File: src/rtl/sortnet_pkg.sv
// sortnet_pkg: types, defaults and helpers shared by the sorting-network stages.
//   merge_state_e : merge FSM states
//   DEF_DATW/KEYW/CNTW : default element, key and run-length counter widths
//   key_extract() : unsigned key taken from the low bits of an element
package sortnet_pkg;

  localparam int unsigned DEF_DATW = 128;
  localparam int unsigned DEF_KEYW = 32;
  localparam int unsigned DEF_CNTW = 16;

  // Widest key any stage may use; keys are compared at this width with the
  // bits above the stage's KEYW zeroed, which synthesis prunes away.
  localparam int unsigned MAX_KEYW = 256;

  typedef enum logic [2:0] {
    StIdle,
    StMerge,
    StDrainA,
    StDrainB,
    StDone
  } merge_state_e;

  // Keeps the low keyw bits of the element, zero above.
  function automatic logic [MAX_KEYW-1:0] key_extract(input logic [MAX_KEYW-1:0] low_bits,
                                                      input int unsigned keyw);
    logic [MAX_KEYW-1:0] key;
    key = '0;
    for (int unsigned i = 0; i < MAX_KEYW; i++) begin
      if (i < keyw) key[i] = low_bits[i];
    end
    return key;
  endfunction

endpackage

File: src/rtl/merge_out_reg.sv
// merge_out_reg: single-entry registered valid/ready output stage.
//   i_clk, i_rst        : clock, synchronous active-high reset
//   i_load              : capture i_data/i_last; caller only loads when the
//                         register is empty or being drained this cycle
//   i_data, i_last      : element and end-of-run flag to capture
//   i_ready             : downstream accept
//   o_data/o_last/o_valid : registered stream output
module merge_out_reg #(
  parameter int unsigned DATW = 128
) (
  input  logic            i_clk,
  input  logic            i_rst,
  input  logic            i_load,
  input  logic [DATW-1:0] i_data,
  input  logic            i_last,
  input  logic            i_ready,
  output logic [DATW-1:0] o_data,
  output logic            o_last,
  output logic            o_valid
);

  logic [DATW-1:0] r_data;
  logic            r_last;
  logic            r_valid;

  always_ff @(posedge i_clk) begin
    if (i_rst) begin
      r_data  <= '0;
      r_last  <= 1'b0;
      r_valid <= 1'b0;
    end else if (i_load) begin
      r_data  <= i_data;
      r_last  <= i_last;
      r_valid <= 1'b1;
    end else if (i_ready) begin
      // Accepted (or already empty): data is left as-is, only the flags clear.
      r_last  <= 1'b0;
      r_valid <= 1'b0;
    end
  end

  assign o_data  = r_data;
  assign o_last  = r_last;
  assign o_valid = r_valid;

endmodule

File: src/rtl/merge_2way_sorted.sv
// merge_2way_sorted: merges two ascending runs of i_run_len elements each, read
// from two show-ahead FIFOs, into one ascending run on a valid/ready stream.
//   i_clk, i_rst                 : clock, synchronous active-high reset
//   i_start, i_run_len           : start pulse and per-input run length (0 ok)
//   o_busy, o_done               : merge in progress / one-cycle completion pulse
//   i_a_data, i_a_empty, o_a_rd_en : FIFO A head, empty flag, pop
//   i_b_data, i_b_empty, o_b_rd_en : FIFO B head, empty flag, pop
//   o_data, o_valid, o_last, i_ready : merged output stream
// Ties pop A first, so the merge is stable. KEYW must not exceed MAX_KEYW.
module merge_2way_sorted
  import sortnet_pkg::*;
#(
  parameter int unsigned DATW = DEF_DATW,
  parameter int unsigned KEYW = DEF_KEYW,
  parameter int unsigned CNTW = DEF_CNTW
) (
  input  logic            i_clk,
  input  logic            i_rst,
  input  logic            i_start,
  input  logic [CNTW-1:0] i_run_len,
  output logic            o_busy,
  output logic            o_done,
  input  logic [DATW-1:0] i_a_data,
  input  logic            i_a_empty,
  output logic            o_a_rd_en,
  input  logic [DATW-1:0] i_b_data,
  input  logic            i_b_empty,
  output logic            o_b_rd_en,
  output logic [DATW-1:0] o_data,
  output logic            o_valid,
  output logic            o_last,
  input  logic            i_ready
);

  merge_state_e r_state;
  merge_state_e w_state_next;

  logic [CNTW-1:0] r_rem_a;
  logic [CNTW-1:0] r_rem_b;
  logic            r_done;

  logic                w_adv;
  logic                w_pop_a;
  logic                w_pop_b;
  logic                w_last;
  logic                w_a_le_b;
  logic                w_rem_a_one;
  logic                w_rem_b_one;
  logic [MAX_KEYW-1:0] w_key_a;
  logic [MAX_KEYW-1:0] w_key_b;
  logic [DATW-1:0]     w_load_data;

  // Output register can take a new element this cycle.
  assign w_adv = ~o_valid | i_ready;

  assign w_key_a  = key_extract(MAX_KEYW'(i_a_data), KEYW);
  assign w_key_b  = key_extract(MAX_KEYW'(i_b_data), KEYW);
  assign w_a_le_b = (w_key_a <= w_key_b);

  assign w_rem_a_one = (r_rem_a == CNTW'(1));
  assign w_rem_b_one = (r_rem_b == CNTW'(1));

  // State register
  always_ff @(posedge i_clk) begin
    if (i_rst) begin
      r_state <= StIdle;
    end else begin
      r_state <= w_state_next;
    end
  end

  // Next-state logic
  always_comb begin
    w_state_next = r_state;
    unique case (r_state)
      StIdle: begin
        if (i_start) begin
          w_state_next = (i_run_len == '0) ? StDone : StMerge;
        end
      end
      StMerge: begin
        // The drain target is the input that still has elements left.
        if (w_pop_a && w_rem_a_one) begin
          w_state_next = StDrainB;
        end else if (w_pop_b && w_rem_b_one) begin
          w_state_next = StDrainA;
        end
      end
      StDrainA: begin
        if (w_pop_a && w_rem_a_one) w_state_next = StDone;
      end
      StDrainB: begin
        if (w_pop_b && w_rem_b_one) w_state_next = StDone;
      end
      StDone: begin
        // Output register is empty or its last element is being taken now.
        if (w_adv) w_state_next = StIdle;
      end
      default: w_state_next = StIdle;
    endcase
  end

  // Output logic: pop selection, read enables, busy, last flag
  always_comb begin
    w_pop_a = 1'b0;
    w_pop_b = 1'b0;
    w_last  = 1'b0;
    unique case (r_state)
      StMerge: begin
        if (w_adv && !i_a_empty && !i_b_empty) begin
          w_pop_a = w_a_le_b;
          w_pop_b = ~w_a_le_b;
        end
      end
      StDrainA: begin
        w_pop_a = w_adv && !i_a_empty && (r_rem_a != '0);
        w_last  = w_rem_a_one;
      end
      StDrainB: begin
        w_pop_b = w_adv && !i_b_empty && (r_rem_b != '0);
        w_last  = w_rem_b_one;
      end
      default: ;
    endcase
    o_a_rd_en = w_pop_a & ~i_rst;
    o_b_rd_en = w_pop_b & ~i_rst;
    o_busy    = (r_state != StIdle);
  end

  // Remaining-element counters
  always_ff @(posedge i_clk) begin
    if (i_rst) begin
      r_rem_a <= '0;
      r_rem_b <= '0;
    end else if (r_state == StIdle) begin
      if (i_start) begin
        r_rem_a <= i_run_len;
        r_rem_b <= i_run_len;
      end
    end else begin
      if (w_pop_a) r_rem_a <= r_rem_a - CNTW'(1);
      if (w_pop_b) r_rem_b <= r_rem_b - CNTW'(1);
    end
  end

  always_ff @(posedge i_clk) begin
    if (i_rst) begin
      r_done <= 1'b0;
    end else begin
      r_done <= (r_state == StDone) && w_adv;
    end
  end

  assign o_done = r_done;

  assign w_load_data = w_pop_a ? i_a_data : i_b_data;

  merge_out_reg #(
    .DATW(DATW)
  ) u_out_reg (
    .i_clk  (i_clk),
    .i_rst  (i_rst),
    .i_load (w_pop_a | w_pop_b),
    .i_data (w_load_data),
    .i_last (w_last),
    .i_ready(i_ready),
    .o_data (o_data),
    .o_last (o_last),
    .o_valid(o_valid)
  );

endmodule

File: config.mk
export PLATFORM = sky130hd
export DESIGN_NAME = merge_2way_sorted
export DESIGN_NICKNAME = d
export VERILOG_FILES = /design/src/rtl/sortnet_pkg.sv /design/src/rtl/merge_out_reg.sv /design/src/rtl/merge_2way_sorted.sv
export SDC_FILE = /design/constraint.sdc
export NUM_CORES = 1
export LEC_CHECK = 0
export CAP_MARGIN = 40
export CELL_PAD_IN_SITES_DETAIL_PLACEMENT = 0
export CELL_PAD_IN_SITES_GLOBAL_PLACEMENT = 1
export CORE_MARGIN = 5
export CORE_UTILIZATION = 31
export DETAILED_ROUTE_END_ITERATION = 12
export HOLD_SLACK_MARGIN = 0.15
export MAX_ROUTING_LAYER = met4
export PLACE_DENSITY_LB_ADDON = 0.1
export SETUP_SLACK_MARGIN = 0.4
export SYNTH_ARGS = -nofsm -noshare
export SYNTH_HDL_FRONTEND = slang
export SYNTH_SLANG_ARGS = --single-unit
File: constraint.sdc
create_clock -name i_clk -period 8.2 [get_ports i_clk]
set_input_delay 2.46 -clock i_clk [delete_from_list [all_inputs] [get_ports i_clk]]
set_output_delay 2.46 -clock i_clk [all_outputs]
set_load 0.005 [all_outputs]
==> results of run 1 <==
logic make-up (layout without fill, tap and decap cells):
kind of cell | count (synthesis) | in the layout | synth area share [%]
AO/OA/AOI/OAI | 416 | 416 | 28.9
adder cells (fa/ha/maj) | 36 | 36 | 5.14
buffers and inverters | 142 | 511 | 6.54
flip-flops | 166 | 166 | 37.9
multiplexers | 2 | 2 | 0.243
other | 0 | 10 | 0
AND/OR/NAND/NOR | 436 | 436 | 21.3
where the power goes:
group | switching, mW | total, mW | internal, mW
Combinational | 0.683 | 1.31 | 0.630
Clock | 0.385 | 0.845 | 0.460
Sequential | 0.117 | 1.10 | 0.980
worst max-delay path by stage:
stage / endpoint / slack (ns) / cells past startpoint
global route: o_b_rd_en / 0.42 / 9
finish: o_b_rd_en / 0.54 / 9
floorplan: o_a_rd_en / 1.25 / 10
CTS: o_a_rd_en / 0.29 / 10
global placement: o_a_rd_en / 0.27 / 10
detailed placement: o_a_rd_en / 0.27 / 10
placed cells by master, fill, tap and decap left out, types with 5 or more instances in the layout:
master	synthesis	final
clkdlybuf4s50_1	0	410
nand2_1	302	302
dfxtp_1	166	166
o21ai_0	144	144
a31oi_1	131	131
a21oi_1	59	59
nor2_1	50	50
inv_1	47	47
ha_1	36	36
nor3_1	21	20
clkbuf_16	0	17
buf_4	3	16
o32ai_1	15	15
nand3_1	12	12
nand4_1	12	12
nor4_1	13	11
diode_2	0	10
a22oi_1	8	8
a211oi_1	7	7
a311oi_1	8	6
o22ai_1	6	6
o211ai_1	5	5
o31ai_1	5	5
a32o_1	5	5
metrics by stage:
step           setup WS [ns]  std cells
3_5_place_dp           0.270       1909
6_report               0.538       1955
4_1_cts                0.291       1941
5_1_grt                0.423       1955
3_3_place_gp           0.271       1905
2_1_floorplan           1.25       1198
registers in the layout, summed over array words and instances, names as in the netlist:
signal,count
u_out_reg.o_data,128
r_rem_a,16
r_rem_b,16
r_state,3
o_done,1
u_out_reg.o_last,1
u_out_reg.o_valid,1
area by class of cell:
| type | instances | area [µm²] |
|---|---|---|
| Fill cell | 2674 | 14000 |
| Multi-Input combinational cell | 890 | 4960 |
| Timing Repair Buffer | 431 | 4310 |
| Sequential cell | 166 | 3320 |
| Tap cell | 378 | 473 |
| Clock buffer | 18 | 429 |
| Inverter | 48 | 183 |
| Clock inverter | 14 | 164 |
| Antenna cell | 10 | 25.0 |
tightest hold or removal path: stages, from the launching register on:
cell,delay [ns]
dfxtp_1,0.31
nand2_1,0.05
o32ai_1,0.06
metal layers:
metal	track usage (%)	wire (µm)	vias up	share of wire [%]
met3	6.99	3380	53	8.7
met1	27.9	15100	4747	39
li1	-	-	5020	-
met5	-	0	-	0
met2	39.4	18900	385	49
met4	9.60	1260	0	3.3
repair_timing:
item,4_1_cts,5_1_grt
pin swaps,0,7
endpoints found under the setup margin,2,2
buffers inserted,0,4
hold buffers,0,0
gates resized for setup,2,9
==> run_results.csv, run 1 <==
group,metric,value,unit
logic_synthesis,synth_top_area_share,37.9,%
drt,viasPerCell,5.22,
timing,relSlewSlack,21.8,%
logic_synthesis,yosys-top-cells-area,"dfxtp_1 (38%), nand2_1 (13%), a31oi_1 (9.4%)",
logic_synthesis,synth_nets,1512,
logic_synthesis,synth_enable_flop_cells,0,
worst_hold_path,hp-start,"r_rem_b[10]$_SDFFE_PP0P_",
logic_synthesis,syn_inst,1198,
clock_network,clock-sinks,166,
setup_path,rr_startpoint,"r_rem_a[3]$_SDFFE_PP0P_",
worst_hold_path,whs_endpoint,"r_rem_b[10]$_SDFFE_PP0P_",
clock_network,h-tree-depth,4,
logic_synthesis,yosysSeqAreaShare,37.9,%
setup_path,crit_top_cell,"clkdlybuf4s50_1",
setup_path,end_kind,"output port",
timing,period_share,93.4,%
logic_synthesis,synthFlopType,"dfxtp_1",
logic_synthesis,async_reset_ff_share,0,%
drt,first_iter_violations,683,
drt,num_vias,10200,
clock_network,clkTransAtPathRegs,0.07,ns
placement,place_area,0.0132,mm²
drt,drt.antenna.violating_nets,0,
worst_hold_path,worst_hold_path_type,"reg2reg",
setup_path,r2r_end,"u_out_reg.o_data[100]$_SDFFE_PP0P_",
die,die_h,178,µm
timing,finClkSkew,0.0216,ns
clock_network,clk_latency,0.43,ns
setup_path,cp.arrival,5.20,ns
worst_hold_path,min_path_cells,2,
layout,utilization,49.8,%
global_route,grt_antenna_before_repair,10,
global_route,grt_first_pass_wirelength,57400,µm
logic_synthesis,syn_area,0.00876,mm²
setup_path,reg2regPathDepth,7,
setup_path,critical-path-top-delay-family,"buffers and inverters",
power,total_power,3.25,mW
layout,area_growth,58.3,%
die,top_level_ports,412,
logic_synthesis,ys_types,61,
placement,io_buffers,411,
setup_path,crit_fanout,4,
layout,layout-drive-gt1-share,4.98,%
die,rows,61,
run_status,status,"finished clean",
clock_network,clockRootBuffer,"clkbuf_16",
power,vdd_drop_max,0.133,mV
drt,drt_pre_antenna_iters,5,
timing,worst_slew_pin_slew,1.17,ns
setup_path,path_class,"in2out",
logic_synthesis,yosysTopAreaCell,"dfxtp_1",
setup_path,rrSetupSlack,4.49,ns
global_route,grt_max_degree,275,
global_route,grt-ovfl-total,0,
timing,hold_ws,0.459,ns
layout,layout.nets,1868,
timing,slew_violations,0,
timing,finalSetupViolations,0,
drt,wl,38600,µm
logic_synthesis,syn-mean-instance-area,7.32,µm²
die,die_w,178,µm
logic_synthesis,netlist_top_cells_count,"nand2_1 (302), dfxtp_1 (166), o21ai_0 (144)",
global_route,track_usage,24.1,%
clock_network,cts_tree,"built",
timing,final-hold-violation-count,0,
logic_synthesis,synth.most_common_cell,"nand2_1",
timing,fin_crit,7.66,ns
layout,design_area,0.0139,mm²
timing,max_freq,131,MHz
setup_path,slowest_delay,0.54,ns
logic_synthesis,synth_seq_cells,166,
timing,setup_tns,0,ns
power,leakage,4.94,nW
clock_network,numCtsBuffers,17,
setup_path,critPathLaunchType,"input port",
setup_path,cp.required,5.74,ns
die,dieArea,0.0317,mm²
die,core,0.0279,mm²
power,p_per_area,235,mW/mm²
timing,rsz0062_at_grt,"no",
run,cap_violations,0,
placement,place_congestion,0.892,
setup_path,cp_num_buf_inv,3,
clock_network,cts_buffer_depth,2,
global_route,grt_pass1_vias,9802,
setup_path,path_cells,"clkdlybuf4s50_1 > inv_1 > ha_1 > nand4_1 > a2111o_1 > a311oi_4 > a211oi_4 > nor2_1 > clkdlybuf4s50_1",
drt,route.detailed.drc,0,
placement,detailed_place_hpwl,27600,µm
setup_path,slowest_stage,"clkdlybuf4s50_1",
logic_synthesis,yosys_warnings,0,
die,initial_core_util,31.5,%
setup_path,crit_start,"i_b_data[11]",
drt,routedWlPerCell,19.8,µm
Note: power is estimated with default switching activity, not from simulation.
==> run 2: changes to the inputs <==
--- a/config.mk
+++ b/config.mk
@@ -18,3 +18,4 @@
 export SYNTH_ARGS = -nofsm -noshare
 export SYNTH_HDL_FRONTEND = slang
 export SYNTH_SLANG_ARGS = --single-unit
+export TNS_END_PERCENT = 30
==> run_results.csv, run 2 (synthesis gave the netlist of run 1 again) <==
group,metric,value,unit
run_status,status,"finished clean",
global_route,grt_first_pass_wirelength,57400,µm
run,cap_violations,0,
drt,wl,38700,µm
clock_network,clkTransAtPathRegs,0.07,ns
setup_path,path_cells,"clkdlybuf4s50_1 > inv_1 > ha_1 > nand4_1 > a2111o_1 > a311oi_4 > a211oi_4 > nor2_1 > clkdlybuf4s50_1",
drt,routedWlPerCell,19.8,µm
die,core,0.0279,mm²
timing,fin_crit,7.69,ns
clock_network,cts_buffer_depth,2,
setup_path,cp.required,5.74,ns
drt,route.detailed.drc,0,
layout,final_cell_mix,"clkdlybuf4s50_1 (410), nand2_1 (302), dfxtp_1 (166)",
timing,worst_slack,0.506,ns
die,dieArea,0.0317,mm²
clock_network,clock-sinks,166,
power,internal_power,2.07,mW
drt,drt_pre_antenna_iters,5,
setup_path,crit_top_cell,"clkdlybuf4s50_1",
layout,layout.nets,1867,
timing,finalSetupViolations,0,
power,p_sw,1.19,mW
timing,relSlewSlack,21.6,%
global_route,grt-ovfl-total,0,
layout,largest_reg_flops,128,
power,seq_power_share,33.7,%
timing,finClkSkew,0.0213,ns
clock_network,h-tree-depth,4,
placement,io_buffers,411,
drt,drt.antenna.violating_nets,0,
setup_path,critPathLaunchType,"input port",
worst_hold_path,worst_hold_path_type,"reg2reg",
die,die_h,178,µm
power,leakage,4.93,nW
timing,period_share,93.8,%
layout,final_common_cell,"clkdlybuf4s50_1",
power,clkPwrFrac,26.0,%
clock_network,clk_latency,0.43,ns
placement,place_congestion,0.892,
setup_path,slowest_stage,"a2111o_1",
drt,viasPerCell,5.20,
global_route,grt_antenna_before_repair,10,
layout,area_growth,58.2,%
placement,dpl_worst_slack,0.270,ns
clock_network,numCtsBuffers,17,
power,switching_share,36.5,%
global_route,grt_pass1_vias,9802,
die,initial_core_util,31.5,%
clock_network,cts_tree,"built",
setup_path,slowest_delay,0.53,ns
timing,slew_violations,0,
power,comb_power_share,40.3,%
timing,hold_ws,0.459,ns
power,p_per_area,235,mW/mm²
setup_path,crit_fanout,4,
placement,detailed_place_hpwl,27600,µm
setup_path,path_class,"in2out",
power,vdd_drop_max,0.135,mV
setup_path,end_kind,"output port",
global_route,track_usage,24.1,%
timing,rsz0062_at_grt,"yes",
layout,layout-drive-gt1-share,4.92,%
timing,setup_tns,0,ns
drt,first_iter_violations,731,
global_route,grt_max_degree,275,
clock_network,clockRootBuffer,"clkbuf_16",
drt,num_vias,10200,
timing,final-hold-violation-count,0,
timing,max_freq,130,MHz
die,top_level_ports,412,
setup_path,cp.arrival,5.23,ns
die,die_w,178,µm
die,rows,61,
timing,worst_slew_pin_slew,1.18,ns
==> run 2: changes by cell type in the layout (fill, tap and decap cells not counted) <==
cell   delta
buf_4     -1
==> run 2: critical path: cells and delay by family <==
family / cells / cell delay [ns]
compound gates: 3 / 1.05
fa+ha+maj: 1 / 0.30
buf+inv: 3 / 1.06
simple gates: 2 / 0.35
==> run 2: metrics by stage <==
stage,cells,area (µm²),util [%],power [mW]
detailed placement,1909,13200,47.2,2.42
global placement,1905,13100,47.0,2.40
finish,1954,13900,49.8,3.26
floorplan,1198,8760,-,1.77
CTS,1941,13800,49.4,3.28
global route,1954,13900,49.8,3.46
==> run 2: worst paths after layout <==
check | start | to | slack, ns | depth (start not counted)
worst min register to register | r_rem_b[10]$_SDFFE_PP0P_ | r_rem_b[10]$_SDFFE_PP0P_ | 0.46 | 2
worst min-delay path | r_rem_b[10]$_SDFFE_PP0P_ | r_rem_b[10]$_SDFFE_PP0P_ | 0.46 | 2
worst max register to register | r_rem_a[3]$_SDFFE_PP0P_ | u_out_reg.o_data[100]$_SDFFE_PP0P_ | 4.50 | 7
worst max-delay path | i_b_data[11] | o_b_rd_en | 0.51 | 9
==> run 2: cell type report <==
type                       count  area (µm²)
clock buffer                  18         429
sequential                   166        3320
multi-input combinational    890        4960
tap                          378         473
fill                        2673       14000
antenna                       10        25.0
inverter                      48         183
clock inverter                14         164
timing repair buffer         430        4310
==> run 2: what timing repair did <==
action | CTS | global route
hold buffers | 0 | 0
buffers inserted | 0 | 3
hold endpoints to repair | 0 | 0
setup endpoints to repair | 2 | 2
pin swaps | 0 | 5
resized for setup | 2 | 9
gates cloned | 0 | 0
==> run 2: metal layers <==
layer  routed length (µm)  track usage [%]
met1                15300             27.9
met2                18900             39.4
met3                 3210             6.99
met4                 1260             9.60
met5                    0                -
==> run 2: power groups by stage <==
stage	logic, mW	clock network (mW)	registers (mW)
3_5_place_dp	1.31	0	1.11
3_3_place_gp	1.29	0	1.11
6_report	1.31	0.847	1.10
2_1_floorplan	0.669	0	1.10
5_1_grt	1.44	0.902	1.12
4_1_cts	1.31	0.871	1.10
==> run 3: changes to the inputs <==
--- a/config.mk
+++ b/config.mk
@@ -15,6 +15,7 @@
 export MAX_ROUTING_LAYER = met4
 export PLACE_DENSITY_LB_ADDON = 0.1
 export SETUP_SLACK_MARGIN = 0.4
+export SKIP_CTS_REPAIR_TIMING = 1
 export SYNTH_ARGS = -nofsm -noshare
 export SYNTH_HDL_FRONTEND = slang
 export SYNTH_SLANG_ARGS = --single-unit
==> run_results.csv, run 3 (synthesis gave the netlist of run 1 again) <==
group,metric,value,unit
run_status,status,"finished clean",
layout,final_common_cell,"clkdlybuf4s50_1",
power,leakage,4.93,nW
setup_path,r2r_end,"u_out_reg.o_data[100]$_SDFFE_PP0P_",
clock_network,clockRootBuffer,"clkbuf_16",
timing,max_freq,130,MHz
worst_hold_path,hp-start,"r_rem_b[10]$_SDFFE_PP0P_",
drt,drt_pre_antenna_iters,5,
die,dieArea,0.0317,mm²
timing,hold_ws,0.460,ns
drt,wl,38600,µm
timing,finClkSkew,0.0199,ns
clock_network,cts_tree,"built",
setup_path,end_kind,"output port",
setup_path,crit_fanout,4,
die,die_w,178,µm
worst_hold_path,worst_hold_path_type,"reg2reg",
timing,period_share,93.9,%
clock_network,clkTransAtPathRegs,0.07,ns
setup_path,cp.required,5.74,ns
setup_path,rr_startpoint,"r_rem_a[3]$_SDFFE_PP0P_",
run,cap_violations,0,
setup_path,cp.arrival,5.24,ns
setup_path,reg2regPathDepth,7,
clock_network,clock-sinks,166,
layout,layout-drive-gt1-share,4.98,%
die,top_level_ports,412,
timing,setup_tns,0,ns
clock_network,cts_buffer_depth,2,
timing,slew_violations,0,
worst_hold_path,whs_endpoint,"r_rem_b[10]$_SDFFE_PP0P_",
timing,finalSetupViolations,0,
clock_network,clk_latency,0.43,ns
global_route,grt_pass1_vias,9785,
placement,place_congestion,0.892,
drt,first_iter_violations,717,
setup_path,critPathLaunchType,"input port",
layout,final_cell_mix,"clkdlybuf4s50_1 (410), nand2_1 (302), dfxtp_1 (166)",
global_route,grt_antenna_before_repair,10,
drt,route.detailed.drc,0,
global_route,met2_usage,39.3,%
layout,largest_reg_flops,128,
layout,area_growth,58.3,%
global_route,grt-ovfl-total,0,
setup_path,path_class,"in2out",
timing,worst_slew_pin_slew,1.22,ns
clock_network,h-tree-depth,4,
global_route,gr-usage-met3,6.99,%
layout,utilization,49.8,%
power,seq_power_share,33.7,%
layout,layout.nets,1866,
power,comb_power_share,40.4,%
timing,final-hold-violation-count,0,
timing,fin_crit,7.70,ns
timing,relSlewSlack,18.7,%
power,vdd_drop_max,0.133,mV
global_route,grt_first_pass_wirelength,57400,µm
global_route,track_usage,24.1,%
timing,rsz0062_at_grt,"yes",
die,initial_core_util,31.5,%
setup_path,rrSetupSlack,4.46,ns
drt,drt.antenna.violating_nets,0,
drt,viasPerCell,5.21,
die,core,0.0279,mm²
global_route,busiest_layer,"met2",
power,internal_power,2.07,mW
placement,detailed_place_hpwl,27600,µm
power,p_sw,1.19,mW
drt,routedWlPerCell,19.8,µm
placement,io_buffers,411,
global_route,grt_max_degree,275,
drt,num_vias,10200,
worst_hold_path,min_path_cells,2,
power,clkPwrFrac,26.0,%
power,switching_share,36.5,%
global_route,met1_usage,27.9,%
clock_network,numCtsBuffers,17,
die,die_h,178,µm
power,p_per_area,235,mW/mm²
die,rows,61,
## run 3: metal layers
metal  part of all wire [%]  up-vias
li1                       -     5014
met1                     40     4739
met2                     49      370
met3                    8.1       50
met4                    3.2        0
met5                      0        -
## run 3: cell type report
type,instances,area (µm²)
Fill cell,2676,14000
Multi-Input combinational cell,890,4980
Timing Repair Buffer,429,4300
Sequential cell,166,3320
Tap cell,378,473
Clock buffer,18,429
Inverter,48,183
Clock inverter,14,164
Antenna cell,10,25.0
## run 3: through the flow
| step | instances | power, mW | worst slack (ns) | instance area, µm² |
|---|---|---|---|---|
| 2_1_floorplan | 1198 | 1.77 | 1.25 | 8760 |
| 6_report | 1953 | 3.26 | 0.496 | 13900 |
| 5_1_grt | 1953 | 3.46 | 0.377 | 13900 |
| 3_3_place_gp | 1905 | 2.40 | 0.271 | 13100 |
| 4_1_cts | 1941 | 3.28 | 0.261 | 13800 |
| 3_5_place_dp | 1909 | 2.42 | 0.270 | 13200 |
## run 3: power by group through the flow
stage | logic, mW | registers [mW] | clock network, mW
floorplan | 0.669 | 1.10 | 0
global placement | 1.29 | 1.11 | 0
detailed placement | 1.31 | 1.11 | 0
CTS | 1.31 | 1.10 | 0.871
global route | 1.44 | 1.12 | 0.902
finish | 1.31 | 1.10 | 0.846
## run 3: worst max-delay path, stage by stage
cell and delay, ns:
clkdlybuf4s50_1 0.48, inv_1 0.05, ha_1 0.30, nand4_1 0.25
a2111o_1 0.53, a311oi_4 0.43, a211oi_4 0.09, nor2_1 0.10
clkdlybuf4s50_1 0.54
## run 3: how the worst max path moves through the flow
stage / start / to / slack (ns) / depth (start not counted)
2_1_floorplan: i_b_data[30] / o_a_rd_en / 1.25 / 10
3_3_place_gp: i_b_data[30] / o_a_rd_en / 0.27 / 10
3_5_place_dp: i_b_data[29] / o_a_rd_en / 0.27 / 10
4_1_cts: i_b_data[29] / o_a_rd_en / 0.26 / 10
5_1_grt: i_b_data[21] / o_b_rd_en / 0.38 / 11
6_report: i_b_data[11] / o_b_rd_en / 0.50 / 9
